**src/rtl/regbank_dump_rd_pkg.sv**
```systemverilog
// regbank_dump_rd_pkg: FSM encoding and default sizes shared by the dump register bank and its storage
package regbank_dump_rd_pkg;
    localparam int NREGS = 8;
    localparam int WIDTH = 32;
    localparam int AW = $clog2(NREGS);
    localparam int LAST_IDX = NREGS - 1;
    typedef enum logic {IDLE = 1'b0, SEND = 1'b1} state_t;
endpackage

```
**src/rtl/regbank_dump_rd_store.sv**
```systemverilog
// regbank_dump_rd_store: NREGS x WIDTH storage; ports clk/r, write (wr_en/wr_addr/wr_data), random read (rd_addr->rd_data), dump read (dump_addr->dump_data)
module regbank_dump_rd_store
    import regbank_dump_rd_pkg::*;
#(
    parameter int N = NREGS,
    parameter int W = WIDTH,
    parameter int A = AW
) (
    input  logic         clk,
    input  logic         r,
    input  logic         wr_en,
    input  logic [A-1:0] wr_addr,
    input  logic [W-1:0] wr_data,
    input  logic [A-1:0] rd_addr,
    output logic [W-1:0] rd_data,
    input  logic [A-1:0] dump_addr,
    output logic [W-1:0] dump_data
);
    logic [W-1:0] mem [N];
    for (genvar g = 0; g < N; g++) begin : g_ent
        always_ff @(posedge clk)
            if (r) mem[g] <= '0;
            else if (wr_en && wr_addr == A'(g)) mem[g] <= wr_data;
    end
    assign rd_data = mem[rd_addr];
    assign dump_data = mem[dump_addr];
endmodule

```
**src/rtl/regbank_dump_rd.sv**
```systemverilog
// regbank_dump_rd: register bank with random read and a valid/ready dump streamer; ports clk/r, write, rd_addr->rd_data, dump_start/dump_busy, out_valid/out_ready/out_data/out_idx/out_last
module regbank_dump_rd
    import regbank_dump_rd_pkg::*;
#(
    parameter int NREGS = regbank_dump_rd_pkg::NREGS,
    parameter int WIDTH = regbank_dump_rd_pkg::WIDTH,
    parameter int AW = $clog2(NREGS)
) (
    input  logic             clk,
    input  logic             r,
    input  logic             wr_en,
    input  logic [AW-1:0]    wr_addr,
    input  logic [WIDTH-1:0] wr_data,
    input  logic [AW-1:0]    rd_addr,
    output logic [WIDTH-1:0] rd_data,
    input  logic             dump_start,
    output logic             dump_busy,
    output logic             out_valid,
    input  logic             out_ready,
    output logic [WIDTH-1:0] out_data,
    output logic [AW-1:0]    out_idx,
    output logic             out_last
);
    localparam logic [AW-1:0] LAST = AW'(NREGS - 1);
    state_t state, next;
    logic load, at_last;
    logic [AW-1:0] ld_idx;
    logic [WIDTH-1:0] dump_data, ld_data;
    regbank_dump_rd_store #(.N(NREGS), .W(WIDTH), .A(AW)) u_store (
        .clk(clk), .r(r), .wr_en(wr_en), .wr_addr(wr_addr), .wr_data(wr_data),
        .rd_addr(rd_addr), .rd_data(rd_data), .dump_addr(ld_idx), .dump_data(dump_data)
    );
    assign at_last = out_idx == LAST;
    always_comb begin
        next = state;
        load = 1'b0;
        ld_idx = state == IDLE ? '0 : out_idx + AW'(1);
        if (state == IDLE) begin
            next = dump_start ? SEND : IDLE;
            load = dump_start;
        end else if (out_ready) begin
            next = at_last ? IDLE : SEND;
            load = !at_last;
        end
    end
    // the word being written on the load edge is newer than the stored one
    assign ld_data = (wr_en && wr_addr == ld_idx) ? wr_data : dump_data;
    always_ff @(posedge clk) begin
        if (r) begin
            state <= IDLE;
            out_idx <= '0;
            out_data <= '0;
        end else begin
            state <= next;
            if (load) begin
                out_idx <= ld_idx;
                out_data <= ld_data;
            end
        end
    end
    assign out_valid = state == SEND;
    assign dump_busy = state == SEND;
    assign out_last = out_valid && at_last;
endmodule

```
**config.mk**
```make
export PLATFORM = sky130hd
export DESIGN_NAME = regbank_dump_rd
export DESIGN_NICKNAME = d
export VERILOG_FILES = /design/src/rtl/regbank_dump_rd_pkg.sv /design/src/rtl/regbank_dump_rd_store.sv /design/src/rtl/regbank_dump_rd.sv
export SDC_FILE = /design/constraint.sdc
export NUM_CORES = 1
export LEC_CHECK = 0
export ABC_AREA = 0
export BUFFER_PORTS_ARGS = -buffer_cell sky130_fd_sc_hd__buf_4
export CAP_MARGIN = 20
export CORE_MARGIN = 1.5
export CORE_UTILIZATION = 50
export DETAILED_ROUTE_END_ITERATION = 7
export PLACE_DENSITY = 0.68
export SLEW_MARGIN = 0
export SYNTH_ARGS = -nofsm -noshare
export SYNTH_HDL_FRONTEND = slang
export SYNTH_HIERARCHICAL = 1
export SYNTH_SLANG_ARGS = --single-unit
```
**constraint.sdc**
```tcl
create_clock -name clk -period 4.7 [get_ports clk]
set_input_delay 0.705 -clock clk [delete_from_list [all_inputs] [get_ports clk]]
set_output_delay 0.705 -clock clk [all_outputs]
set_load 0.02 [all_outputs]
```
==> reports/qor.csv <==
metric;value;unit
run status;completed;
total of warnings raised by yosys;6;
net switching share of the total power;25.2;%
TritonCTS Buffers;30;
clk slew on worst S/H paths;0.06;ns
Vias per Instance;6.60;
clock tree from TritonCTS;done;
total DRC errors in the routed layout;0;
worst setup slack before clock tree synthesis;1.35;ns
biggest area consumer among synthesized cells;edfxtp_1;
area enclosed by the die boundary;32300;um^2
Crit path buffers/inverters;3;
Worst path slowest cell;mux4_1;
Final setup viols;0;
clock skew after layout;0.0190;ns
clock tree root driver cell;clkbuf_16;
# Post-CTS Setup Buffers;0;
cell area after synthesis;15600;um^2
effective utilization at floorplan;50.9;%
combinational cell fraction of total power;14.7;%
Die Y-Extent;180;um
remaining global-route overflow;0;
maxcap violations;0;
DRC violation total after the first TritonRoute iteration;818;
antenna violations before repair;1;
CP startpoint kind;input port;
fraction of final layout cells with drive strength greater than 1;27.8;%
sequential fraction of the synthesis area;53.9;%
worst slew slack as a fraction of its limit;31.8;%
minimum clock period;3.34;ns
Unique masters post-synth;34;
Cell Rows;64;
register-to-register path setup slack;1.74;ns
number of placed I/O pins;113;
Worst R2R Start;out_idx[0];
layout-stage area growth over the synthesis result;14.0;%
post-synth net total;1138;
Floorplan Core Area;30700;um^2
Layout Nets;1194;
cell area after layout;17800;um^2
worst IR drop on VDD;0.000256;V
PD cells;377;nW/um^2
crit-path max cell delay;0.58;ns
area after detailed placement;16700;um^2
Mapped Cells;1093;
data arrival time of the critical path;2.63;ns
Seq pwr share;46.2;%
net switching power of the design;0.00169;W
first-pass GRT wire length;63900;um
post-route setup slack;1.36;ns
post-CTS sizing;0;
Worst Reg2Reg Path Length in Cells;6;
total wire length;42300;um
Avg Cell Area, Syn;14.3;um^2
H-tree depth reported by CTS;1;
CP top delay family;buffers and inverters;
Placer Congestion;0.766;
hold bufs inserted after CTS;0;
FFs w/ async S/R, synth;0;%
buffers added on ports;112;
max frequency;300;MHz
unrepaired setup endpoints after global routing;no;
worst hold start;out_ready;
crit-path most repeated cell;buf_4;
largest net degree at the start of global routing;129;
Worst Hold Depth;2;
WL/cell;26.9;um
number of nets still failing antenna checks after routing;0;
clock sink total;292;
leakage;5.93;nW
clock share of power;39.1;%
Post-synth EDFFs;256;
sum of net half-perimeters after detailed placement;23400;um
internal power of the cells;0.00502;W
ranking of synthesized cells by area;edfxtp_1, mux4_1, nor3_1, mux4_2, dfxtp_1;
clock latency on the worst-skew pair;0.57;ns
TritonRoute pass-1 iters;8;
Worst R2R End;out_data[23];
hold crit path type;in2reg;
Worst Setup Path Type;in2out;
final worst path period share;71.0;%
endpoint with the worst hold slack;dump_busy;
chain of cells forming the critical path;buf_4, buf_12, mux4_1, mux2_2, buf_4;
die width;180;um
Worst Setup End Kind;output port;
most common flop cell mapped by yosys;edfxtp_1;
number of pins with negative max-slew slack in the final report;0;
number of hold violations in the final report;0;
Worst Path Max Fanout;33;
worst path required time;3.99;ns
aggregate global-route resource usage;26.0;%
Worst Tran Pin Value;1.02;ns
deepest clock path buffer count;3;
vias after detailed routing;10400;
synthesized flop and latch total;292;
number of global-route vias before repair;10700;
total negative setup slack;0;ns
top-area cell type share of the netlist area;49.3;%
==> area by class of cell <==
type,instances,area (um^2)
clock buffer,36,825
clock inverter,20,264
antenna,1,2.50
inverter,66,248
multi-input combinational,620,6460
tap,396,495
timing repair buffer,139,1080
fill,2404,12900
sequential,292,8410
==> stage by stage <==
stage	util, %	power [W]	instances	hold slack, ns
detailed placement	54.4	0.00413	1513	0.489
finish	58.0	0.00671	1570	0.358
global route	58.0	0.00691	1569	0.353
global placement	54.4	0.00411	1513	0.479
CTS	58.0	0.00673	1569	0.350
floorplan	-	0.00377	1093	0.562
==> routing by layer <==
layer	wire, um	up-vias	GRT usage [%]
li1	-	4505	-
met1	16400	5306	32.9
met2	21300	446	45.0
met3	3240	98	4.38
met4	1310	0	9.90
met5	0	-	0
==> flip-flops by register name (all words and copies together) (netlist names) <==
signal	cells
u_store/mem	256
out_data	32
out_idx	3
dump_busy	1
==> cells by family after synthesis <==
| kind of cell | after synthesis | synth area share [%] |
|---|---|---|
| compound gates | 111 | 4.14 |
| fa+ha+maj | 2 | 0.160 |
| buf+inv | 181 | 5.46 |
| flops | 292 | 53.9 |
| mux | 224 | 27.1 |
| simple gates | 283 | 9.24 |
==> power by group through the flow <==
| stage | combinational (W) | sequential [W] | clock, W |
|---|---|---|---|
| global route | 0.00104 | 0.00312 | 0.00274 |
| floorplan | 0.000616 | 0.00315 | 0 |
| global placement | 0.000973 | 0.00314 | 0 |
| detailed placement | 0.000984 | 0.00315 | 0 |
| CTS | 0.000987 | 0.00310 | 0.00265 |
| finish | 0.000985 | 0.00310 | 0.00263 |
==> cells in the mapped netlist (all sizes together), types with 2 or more instances <==
library cell and instances:
nor3 257, edfxtp 256, mux4 128, mux2 64, o21ai 64, buf 63, clkbuf 52, dfxtp 36
inv 34, a31oi 33, clkinv 32, mux2i 32, o21bai 8, nand2b 5, and2 4, nand2 4
a21oi 3, nor2 3, ha 2, nand3 2, nand3b 2, nor2b 2, or2 2
==> worst reg2reg max path, cell delays in order (launching register included) <==
cell and delay, ns:
dfxtp_1 0.47, ha_1 0.32, and2_2 0.49, buf_4 0.36, a2111oi_4 0.39, buf_4 0.57, mux2i_1 0.29
==> worst max-delay path by stage <==
| stage | start | endpoint | slack, ns | cells past startpoint |
|---|---|---|---|---|
| final | rd_addr[0] | rd_data[30] | 1.36 | 5 |
| after CTS | rd_addr[0] | rd_data[31] | 1.34 | 5 |
| after floorplan | wr_addr[2] | u_store/mem[2][0] | 1.31 | 4 |
| after global placement | rd_addr[0] | rd_data[30] | 1.37 | 5 |
| after detailed placement | rd_addr[0] | rd_data[31] | 1.35 | 5 |
| after global routing | rd_addr[0] | rd_data[30] | 1.28 | 5 |
==> layout by cell type (no fill, tap or decap), types with 2 or more instances in the layout <==
cell,n
clkbuf_16,31
clkinv_2,10
nand3b_1,2
dfxtp_1,36
nand2b_1,2
clkinv_1,32
o21ai_0,64
mux4_2,48
buf_12,3
nand3_1,2
nor2_1,3
buf_4,136
edfxtp_1,256
or2_2,2
clkbuf_8,3
ha_1,2
inv_1,34
a21oi_1,3
mux2_4,2
mux2i_1,32
clkbuf_1,2
mux2_2,62
nand2b_2,3
clkinv_4,2
mux4_1,80
a31oi_1,33
o21bai_4,8
nand2_1,3
and2_2,3
bufinv_16,6
nor3_1,256
Power figures use the tool's default switching activity.
